File: config.mk
export PLATFORM = sky130hd
export DESIGN_NAME = multi_clock_divider
export DESIGN_NICKNAME = d
export VERILOG_FILES = /design/src/rtl/multi_clock_divider.sv
export SDC_FILE = /design/constraint.sdc
export NUM_CORES = 1
export LEC_CHECK = 0
export CAP_MARGIN = 0
export CORE_MARGIN = 8
export CORE_UTILIZATION = 55
export CTS_CLUSTER_DIAMETER = 80
export DETAILED_ROUTE_END_ITERATION = 8
export GPL_ROUTABILITY_DRIVEN = 0
export PLACE_DENSITY_LB_ADDON = 0.25
export SYNTH_ARGS = -nofsm -noshare
export SYNTH_HDL_FRONTEND = slang
export SYNTH_SLANG_ARGS = --single-unit
File: constraint.sdc
create_clock -name clk_50m -period 3.2 [get_ports clk_50m]
set_input_delay 0.48 -clock clk_50m [delete_from_list [all_inputs] [get_ports clk_50m]]
set_output_delay 0.48 -clock clk_50m [all_outputs]
set_load 0.005 [all_outputs]
File: src/rtl/multi_clock_divider.sv
// multi_clock_divider: NUM_CH programmable 50%-duty clock dividers with phase sync and glitch-free reprogramming
module multi_clock_divider #(
  parameter int NUM_CH = 4,
  parameter int CNT_WIDTH = 24,
  parameter logic [CNT_WIDTH-1:0] DEFAULT_HALF = CNT_WIDTH'(12499999),
  parameter int CH_W = (NUM_CH > 1) ? $clog2(NUM_CH) : 1
) (
  input  logic                 clk_50m,
  input  logic                 rst_n,
  input  logic [NUM_CH-1:0]    ch_en,
  input  logic                 sync,
  input  logic                 cfg_valid,
  input  logic [CH_W-1:0]      cfg_ch,
  input  logic [CNT_WIDTH-1:0] cfg_half,
  output logic                 cfg_ready,
  output logic [NUM_CH-1:0]    clk_out,
  output logic [NUM_CH-1:0]    tick
);
  logic [NUM_CH-1:0] pend_v;
  // A channel takes a new value only when in range and no earlier write is still waiting to land
  always_comb begin
    cfg_ready = 1'b0;
    for (int k = 0; k < NUM_CH; k++) if (cfg_ch == CH_W'(k)) cfg_ready = ~pend_v[k];
  end
  for (genvar i = 0; i < NUM_CH; i++) begin : g_ch
    logic [CNT_WIDTH-1:0] cnt_q, cnt_d, half_q, half_d, pend_val_q, pend_val_d;
    logic pend_q, pend_d, clk_q, clk_d, tick_q, tick_d, clr, toggle, acc, apply;
    // Disable beats sync beats toggle beats increment; a pending value lands only at a phase boundary
    always_comb begin
      clr = ~ch_en[i] | sync;
      toggle = cnt_q >= half_q;
      acc = cfg_valid & cfg_ready & (cfg_ch == CH_W'(i));
      apply = pend_q & (clr | toggle);
      cnt_d = (clr | toggle) ? '0 : cnt_q + 1'b1;
      clk_d = ~clr & (clk_q ^ toggle);
      tick_d = ~clr & toggle;
      half_d = apply ? pend_val_q : half_q;
      pend_d = acc | (pend_q & ~apply);
      pend_val_d = acc ? cfg_half : pend_val_q;
    end
    // Channel state register; reset restores the default rate and drops any pending write
    always_ff @(posedge clk_50m or negedge rst_n) begin
      if (!rst_n) begin
        cnt_q <= '0;
        half_q <= DEFAULT_HALF;
        pend_val_q <= DEFAULT_HALF;
        pend_q <= 1'b0;
        clk_q <= 1'b0;
        tick_q <= 1'b0;
      end else begin
        cnt_q <= cnt_d;
        half_q <= half_d;
        pend_val_q <= pend_val_d;
        pend_q <= pend_d;
        clk_q <= clk_d;
        tick_q <= tick_d;
      end
    end
    assign clk_out[i] = clk_q;
    assign tick[i] = tick_q;
    assign pend_v[i] = pend_q;
  end
endmodule

==> results.json, run 1 <==
{
  "wl_per_cell_um": 18.0,
  "critPathLaunchType": "flop",
  "rows": 60,
  "drt_iter0_drc": 509,
  "fp.dieH_um": 180,
  "yosysUniqueCellTypes": 54,
  "crit_path_frequent_cell": "or3_1",
  "antenna_found_initial": 1,
  "routed_wl_mm": 30.1,
  "cp.required_ns": 3.59,
  "crit_path_cell_trace": "inv_1 > ha_1 > nand4_1 > or3_1 > o31ai_2 > or3_1 > nor2_1",
  "cts.sinks": 300,
  "final-hold-violation-count": 0,
  "cts_resized": 0,
  "cts_hold_buf": 1,
  "period_minus_slack_ns": 2.86,
  "overflow": 0,
  "ant_nets": 0,
  "setup_tns_ns": 0,
  "maxCapViolCount": 0,
  "grt.total_usage": 0.190,
  "crit_fanout": 25,
  "start_util": 0.555,
  "drt-pass1-iter-count": 4,
  "hp-class": "in -> async",
  "drc": 0,
  "slew_headroom": 0.384,
  "synth_enable_flop_cells": 0,
  "grt_pass1_vias": 9711,
  "path_class": "reg -> reg",
  "insertion_delay_ns": 0.56,
  "die_area_um2": 32400,
  "synth_area_um2": 14800,
  "clk_pin_slew_ns": 0.06,
  "vias_per_cell": 5.48,
  "arrival_ns": 3.25,
  "worst_pin_slew_ns": 0.924,
  "grt_max_degree": 84,
  "fin_worst_skew_ns": 0.0106,
  "yosysWarnings": 0,
  "post_cts_buffers": 0,
  "grt_pass1_wl_mm": 50.2,
  "fmaxAchievable_mhz": 349,
  "htree_levels": 1,
  "peakVddDrop_uv": 428,
  "synth_ff_type": "dfrtp_1",
  "core_um2": 26700,
  "hpwl_mm": 21.3,
  "dp_slack_ns": 0.353,
  "port_buffers": 42,
  "cts_buffers": 30,
  "layout_common_cells": "172 x mux2_2, 172 x dfrtp_1, 128 x dfstp_2",
  "async_reset_ff_frac": 1.00,
  "die_w_um": 180,
  "area_growth_pct": 12.6,
  "synth.net_count": 1388,
  "fin_nets": 1446,
  "synthCells": 1254,
  "ys_seq_area_frac": 0.518,
  "finalSetupViolations": 0,
  "power_density_nw_per_um2": 665,
  "netlist.area_leader.share": 0.291,
  "drive_gt1_frac": 0.302,
  "clockRootBuffer": "clkbuf_16",
  "cpMaxStageDelayCell": "or3_1",
  "p_leak_nw": 7.38,
  "slew_viol_final": 0,
  "whs_ns": 0.498,
  "synthTopCellsByArea": "dfrtp_1 29%, dfstp_2 23%, mux2_2 13%, ha_1 8.5%, nor2_1 3.2%",
  "outcome": "completed",
  "syn_area_per_cell_um2": 11.8,
  "fin_ws_ns": 0.338,
  "ys_ff_latch": 300,
  "cts_buffer_depth": 3,
  "setup.worst_path.end_class": "flop",
  "ios": 43,
  "diodes": 0,
  "synth_top_cell_by_area": "dfrtp_1",
  "fin_crit_sh": 0.894,
  "rsz0062_at_grt": "no",
  "critPathMaxStageDelay_ns": 0.77,
  "vias": 9189,
  "cts_tree": "done"
}
stage by stage:
| stage | util | total power [mW] | std cells | area [um2] |
|---|---|---|---|---|
| global placement | 0.587 | 7.46 | 1620 | 15600 |
| global route | 0.625 | 11.7 | 1677 | 16700 |
| floorplan | - | 6.91 | 1254 | 14800 |
| detailed placement | 0.587 | 7.60 | 1620 | 15600 |
| CTS | 0.625 | 11.2 | 1677 | 16700 |
| finish | 0.625 | 11.1 | 1677 | 16700 |
power by group:
part	leakage, nW	total (mW)	switching [mW]	internal, mW
logic	3.27	2.10	0.983	1.11
clock network	0.497	3.57	1.47	2.10
registers	3.61	5.41	0.437	4.98
logic make-up (layout without fill, tap and decap cells):
logic type,after synthesis,after routing,share of synthesized area
adder cells (fa/ha/maj),100,100,0.0846
XOR/XNOR,88,88,0.0521
multiplexers,193,193,0.153
AND/OR/NAND/NOR,328,328,0.106
buffers and inverters,143,225,0.0425
flip-flops,300,300,0.518
AO/OA/AOI/OAI,102,102,0.0440
state kept, by name (all words and copies together), names as in the netlist:
name / count
g_ch.half_q: 96
g_ch.tick_q: 4
g_ch.cnt_q: 96
g_ch.clk_q: 4
g_ch.pend_q: 4
g_ch.pend_val_q: 96
layout make-up:
type | count | area (um2)
clock buffer | 45 | 898
clock inverter | 11 | 118
fill | 2138 | 9990
inverter | 107 | 402
multi-input combinational | 811 | 6520
sequential | 300 | 7670
tap | 341 | 427
timing repair buffer | 62 | 628
cells in the mapped netlist (5+ instances only):
master      n
nor2_1    126
and3_1     25
xor2_1     54
dfrtp_1   172
nand2b_1    9
nor3_1     12
buf_2       5
a21oi_1    46
nand3_1    37
dfstp_2   128
nand2_1    61
xnor2_1    34
ha_1      100
clkbuf_1   16
buf_4      12
mux2_4     20
inv_1     107
mux2_2    172
o21ai_0    16
and4_1      8
o21a_1      8
nand4_1    32
worst paths after layout:
path                            slack [ns]  cells past startpoint                   from                  to
worst max-delay path                  0.34                      7     g_ch[0].half_q[19]   g_ch[0].cnt_q[16]
worst min-delay path                  0.50                      2                  rst_n   g_ch[2].cnt_q[17]
worst max register to register        0.34                      7     g_ch[0].half_q[19]   g_ch[0].cnt_q[16]
worst min register to register        0.50                      1  g_ch[1].pend_val_q[9]   g_ch[1].half_q[9]
max in group asynchronous             1.84                      3                  rst_n  g_ch[0].half_q[13]
min in group clk_50m                  0.50                      1  g_ch[1].pend_val_q[9]   g_ch[1].half_q[9]
critical path: cells and delay by family, from the launching register on:
| family | cells | cell delay, ns |
|---|---|---|
| compound gates | 1 | 0.32 |
| fa+ha+maj | 1 | 0.30 |
| buf+inv | 1 | 0.04 |
| flops | 1 | 0.54 |
| simple gates | 4 | 1.50 |
layer usage:
layer / vias up / track usage / wire, um
met3: 57 / 0.0298 / 1110
met1: 4618 / 0.254 / 13900
met4: 2 / 0.0537 / 831
li1: 4389 / - / -
met2: 123 / 0.317 / 14300
met5: - / 0 / 10
(Power assumes the default switching activity.)
==> run 2: changes to the inputs <==
--- a/config.mk
+++ b/config.mk
@@ -8,7 +8,7 @@
 export CAP_MARGIN = 0
 export CORE_MARGIN = 8
 export CORE_UTILIZATION = 55
-export CTS_CLUSTER_DIAMETER = 80
+export CTS_CLUSTER_DIAMETER = 200
 export DETAILED_ROUTE_END_ITERATION = 8
 export GPL_ROUTABILITY_DRIVEN = 0
 export PLACE_DENSITY_LB_ADDON = 0.25
==> results of run 2 <==
No change in the layout: final DEF, timing and power equal those of run 1.
